`src/rtl/req_enc_16x4.sv`:
```
// Sequential 16-to-4 request encoder: latches request rising edges into a
// pending register and hands one pending index at a time to a valid/ack consumer.
module req_enc_16x4 #(
    parameter bit ROUND_ROBIN = 1'b0
) (
    input  logic        clk,
    input  logic        rst_n,
    input  logic [15:0] req,
    input  logic [15:0] mask,
    input  logic        ack,
    input  logic        clr_ovf,
    output logic [3:0]  code,
    output logic        valid,
    output logic [15:0] pend,
    output logic        overflow
);

    typedef enum logic {
        IDLE,
        PRESENT
    } state_t;

    state_t      state_q;
    logic [15:0] req_q;
    logic [3:0]  rr_ptr_q;

    logic [15:0] rise;
    logic [15:0] clr;
    logic [15:0] pend_d;
    logic [15:0] elig;
    logic        ovf_set;
    logic [3:0]  sel_fixed;
    logic [3:0]  sel_rr;
    logic [3:0]  rr_idx;
    logic        rr_found;
    logic [3:0]  sel;

    // A rise on the line being acked keeps it pending and is not an overflow.
    always_comb begin
        rise    = req & ~req_q;
        clr     = (valid && ack) ? (16'd1 << code) : 16'd0;
        pend_d  = (pend & ~clr) | rise;
        ovf_set = |(rise & pend & ~clr);
        elig    = pend & ~mask;
    end

    always_comb begin
        sel_fixed = 4'd0;
        for (int i = 0; i < 16; i++) begin
            if (elig[i]) sel_fixed = 4'(i);
        end
    end

    // Round-robin scan starts at rr_ptr_q and wraps naturally in 4 bits.
    always_comb begin
        sel_rr   = 4'd0;
        rr_found = 1'b0;
        rr_idx   = 4'd0;
        for (int k = 0; k < 16; k++) begin
            rr_idx = rr_ptr_q + 4'(k);
            if (!rr_found && elig[rr_idx]) begin
                sel_rr   = rr_idx;
                rr_found = 1'b1;
            end
        end
    end

    assign sel = ROUND_ROBIN ? sel_rr : sel_fixed;

    always_ff @(posedge clk) begin
        if (!rst_n) begin
            state_q  <= IDLE;
            req_q    <= 16'd0;
            rr_ptr_q <= 4'd0;
            code     <= 4'd0;
            valid    <= 1'b0;
            pend     <= 16'd0;
            overflow <= 1'b0;
        end else begin
            req_q    <= req;
            pend     <= pend_d;
            overflow <= ovf_set | (overflow & ~clr_ovf);
            case (state_q)
                IDLE: begin
                    if (|elig) begin
                        code    <= sel;
                        valid   <= 1'b1;
                        state_q <= PRESENT;
                    end
                end
                PRESENT: begin
                    if (ack) begin
                        valid    <= 1'b0;
                        rr_ptr_q <= code + 4'd1;
                        state_q  <= IDLE;
                    end
                end
                default: begin
                    valid   <= 1'b0;
                    state_q <= IDLE;
                end
            endcase
        end
    end

endmodule
```
`config.mk`:
```
export PLATFORM = sky130hd
export DESIGN_NAME = req_enc_16x4
export DESIGN_NICKNAME = d
export VERILOG_FILES = /design/src/rtl/req_enc_16x4.sv
export SDC_FILE = /design/constraint.sdc
export NUM_CORES = 1
export LEC_CHECK = 0
export CORE_MARGIN = 2
export CORE_UTILIZATION = 49
export CTS_CLUSTER_SIZE = 14
export DETAILED_ROUTE_END_ITERATION = 8
export GPL_TIMING_DRIVEN = 0
export PLACE_DENSITY = 0.9
export REMOVE_ABC_BUFFERS = 1
export SLEW_MARGIN = 25
export SYNTH_ARGS = -nofsm -noshare
export SYNTH_HDL_FRONTEND = slang
export SYNTH_SLANG_ARGS = --single-unit
```
`constraint.sdc`:
```
create_clock -name clk -period 2.8 [get_ports clk]
set_clock_uncertainty 0.1 [all_clocks]
set_input_delay 0.42 -clock clk [delete_from_list [all_inputs] [get_ports clk]]
set_output_delay 0.42 -clock clk [all_outputs]
set_load 0.01 [all_outputs]
```
Word level (Yosys, flattened, before mapping)
Cells that the tools add are included.
- $add $sub $neg: 0
- $mul: 0
- divide/modulo/power cells: 0
- order comparisons: 0
- equality and inequality tests: 2
- shift operators: 1
- muxes and demuxes: 22
- bitwise gates (word level): 13
- reductions and logical operators: 5
- operators with widths (cell ; number):
    bitwise AND 16 bit ; 5
    two-way mux 4 bit ; 14
    inverter 16 bit ; 3
    OR reduction 16 bit ; 2
    two-way mux 16 bit ; 1
    bitwise OR 16 bit ; 1
    << shifter 1 x 4 -> 16 bit (first input constant) ; 1
    two-way mux 1 bit ; 5
    != test 2 bit (second input constant) ; 2
    one-hot mux 1 bit (2 select lines) ; 2
    AND reduction 2 bit ; 2
    inverter 1 bit ; 2
    bitwise AND 1 bit ; 1
    logical AND 1 bit ; 1
    bitwise OR 1 bit ; 1
- register bits: 39
- latch bits: 0
- memory bits (writable): 0
- bits in read-only memories: 0
- input port bits: 36
- output and inout port bits: 22
- logic and storage cells: 49
- memories: 0

Logic depth before layout (Yosys ltp)
- word-level depth: 17
- mapped depth: 6
- gate-level depth less buffers: 5

Worst setup path after synthesis
OpenSTA, ideal clock, no wires.
- path kind: register -> register
- from: register code[0]
- to: register overflow
- setup time: 0.125 ns
- arrival time: 1.489 ns
- required time: 2.575 ns
- path slack: 1.086 ns
- stages on the path, launching flop included: 7
- path buffers: 1
- period minus slack after synthesis: 1.714 ns
- cell sequence: dfxtp_1 > buf_4 > nor2b_4 > inv_1 > o21ai_0 > o221ai_2 > o41a_1
- longest elaborated chain between the ends: 6
- ends and longest elaborated chain (item ; line ; text):
    start, declared ; 12 ; output logic [3:0] code,
    start signal, assigned ; 86 ; code <= sel;
    << shifter 1 x 4 -> 16 bit ; 41 ; clr = (valid && ack) ? (16'd1 << code) : 16'd0;
    two-way mux 16 bit ; 41 ;
    inverter 16 bit ; 43 ; ovf_set = |(rise & pend & ~clr);
    bitwise AND 16 bit ; 43 ;
    OR reduction 16 bit ; 43 ;
    bitwise OR 1 bit ; 82 ; overflow <= ovf_set | (overflow & ~clr_ovf);
    end signal, assigned ; 82 ;
    end, declared ; 15 ; output logic overflow
No other way between the ends.
A chain may end at the register's enable or synchronous reset.

==> impl_metrics.json <==
{
  "synth-main-ff-cell": "dfxtp_1",
  "antenna_left": 0,
  "fmax_mhz": 423,
  "yosysWarnings": 0,
  "die_y_um": 64.6,
  "cts_root_buf": "clkbuf_8",
  "slew_viol_final": 0,
  "die_w_um": 64.6,
  "grt_first_pass_wirelength_um": 7220,
  "dieArea_mm2": 0.00417,
  "post_cts_buffers": 0,
  "dpl_cell_area_mm2": 0.00240,
  "core_area_mm2": 0.00361,
  "cp_num_cells": 4,
  "holdWs_ns": 0.407,
  "cts_sinks": 39,
  "grt_overflow": 0,
  "cts_resized": 0,
  "crit_slowest_cell": "clkdlybuf4s50_1",
  "avgSynthCellArea_um2": 9.04,
  "synthArstFlopShare_pct": 0,
  "clkTransAtPathRegs_ns": 0.08,
  "synth_area_leaders": "dfxtp_1, nand2b_1, and2_1, a21oi_1, nor2b_1",
  "rr_startpoint": "code[1]$_SDFFE_PN0P_",
  "htree_levels": 2,
  "cp-endpoint": "state_q$_SDFF_PN0_",
  "r2r_end": "overflow$_SDFF_PN0_",
  "ys_ff_latch": 39,
  "seq_area_frac_synth_pct": 43.4,
  "cp-start-kind": "input pin",
  "cts_buffer_depth": 2,
  "gp_congestion": 0.862,
  "nNetsFinal": 294,
  "max_stage_delay_ns": 0.89,
  "synthCells": 199,
  "wl_per_cell_um": 14.7,
  "path_cells": "clkdlybuf4s50_1 > clkinv_1 > a21oi_1 > o21a_1",
  "synthToLayoutAreaGrowth_pct": 40.1,
  "crit_path_start": "rst_n",
  "irDropWorstVdd_v": 0.000392,
  "cp_top_family": "buffers and inverters",
  "drive_gt1_share_pct": 6.18,
  "worst_slack_ns": 0.438,
  "period_needed_ns": 2.36,
  "reg2reg_setup_slack_ns": 0.66,
  "required_ns": 2.94,
  "tightest_slew_ns": 0.659,
  "critical_path_class": "in -> reg",
  "routed_wl_um": 4510,
  "route.detailed.drc": 0,
  "grt_max_degree": 23,
  "viasPerCell": 5.46,
  "cts_tree": "built",
  "p_per_area_mw_per_mm2": 563,
  "crit_buf_inv": 2,
  "syn-cell-area_mm2": 0.00180,
  "first_pass_iters": 4,
  "antenna_found_initial": 0,
  "setup_viol": 0,
  "p_leak_nw": 0.929,
  "synth_cell_type_count": 42,
  "hold_buffers": 0,
  "status": "finished, final reports clean",
  "post-route-period-util_pct": 84.3,
  "crit_arrival_ns": 2.50,
  "num_rows": 22,
  "grt_usage_pct": 22.9,
  "grt_pass1_vias": 1567,
  "io_buffers": 57,
  "r2r_cells": 5,
  "end_kind": "register",
  "rsz0062_at_grt": "false",
  "hold_viol": 0,
  "synth_common_cells": "dfxtp_1, nand2b_1, and2_1",
  "synth.top_cell.area_share_pct": 43.4,
  "critical_path.max_fanout": 22,
  "diodes": 0,
  "dp_slack_ns": 0.113,
  "floorplan.initialDensity_pct": 49.9,
  "synth.most_common_cell": "dfxtp_1",
  "power_mw": 1.42,
  "max_slew_margin_pct": 55.9,
  "synth-edff-count": 0,
  "max-cap-violations": 0,
  "drt_iter0_drc": 76,
  "vias": 1677,
  "hold_class": "reg -> reg",
  "cts_made_buffers": 5,
  "setup_tns_ns": 0,
  "io_pins": 58,
  "stdcell_area_mm2": 0.00252,
  "yosys.area.top_type": "dfxtp_1",
  "clk_latency_ns": 0.29,
  "post-dp-hpwl_um": 3320
}
## worst register-to-register path, cell delays in order (launching register included)
cell	delay, ns
dfxtp_1	0.66
nand2_1	0.25
o21ai_0	0.30
o22a_1	0.21
o211ai_1	0.10
o41a_1	0.41
## cell families (layout without fill, tap and decap cells)
family	count (synthesis)	count (layout)	synth area share, %
flip-flops	39	39	43.4
AND/OR/NAND/NOR	87	87	29.8
multiplexers	1	1	0.556
AO/OA/AOI/OAI	59	59	23.1
buffers and inverters	13	73	3.13
## cell usage in the layout (no fill, tap or decap), drive strengths merged, types with 3 or more instances in the layout
| cell | instances |
|---|---|
| o22a | 4 |
| and2 | 18 |
| o21a | 5 |
| o211ai | 3 |
| nor2 | 6 |
| clkbuf | 6 |
| nor2b | 12 |
| inv | 7 |
| dfxtp | 39 |
| nand2b | 25 |
| a31oi | 3 |
| a21oi | 17 |
| clkdlybuf4s50 | 57 |
| nand2 | 12 |
| o21ai | 13 |
## worst min-delay path by stage
stage,from,endpoint,cells past startpoint
5_1_grt,pend[11]$_SDFF_PN0_,pend[11]$_SDFF_PN0_,2
6_report,pend[11]$_SDFF_PN0_,pend[11]$_SDFF_PN0_,2
4_1_cts,pend[11]$_SDFF_PN0_,pend[11]$_SDFF_PN0_,2
2_1_floorplan,req_q[15]$_SDFF_PN0_,pend[15]$_SDFF_PN0_,2
3_3_place_gp,pend[11]$_SDFF_PN0_,pend[11]$_SDFF_PN0_,2
3_5_place_dp,pend[11]$_SDFF_PN0_,pend[11]$_SDFF_PN0_,2
## registers in the layout, indices dropped and copies added (netlist names)
register	flops
pend	16
req_q	16
code	4
overflow	1
state_q	1
valid	1
## power by group
group / switching, mW / leakage (nW) / internal (mW)
registers: 0.0488 / 0.325 / 0.598
logic: 0.125 / 0.543 / 0.167
clock network: 0.193 / 0.0612 / 0.288
## routing by layer
metal  vias to the layer above  GRT usage, %  share of wire (%)
met5                         -             0                  0
met4                         0          10.9                2.3
met3                        12          5.90                6.5
met2                        60          38.4                 50
met1                       780          27.1                 41
li1                        825             -                  -
## stage by stage
stage / instances / util [%]
global placement: 299 / 66.7
detailed placement: 299 / 66.7
floorplan: 194 / -
CTS: 307 / 69.9
global route: 307 / 69.9
finish: 307 / 69.9
## layout make-up
class	count	area, um2
Inverter	8	30.0
Clock inverter	2	35.0
Clock buffer	6	82.6
Tap cell	48	60.1
Sequential cell	39	781
Timing Repair Buffer	57	571
Multi-Input combinational cell	147	962
Fill cell	280	1080
(Power assumes the default switching activity.)
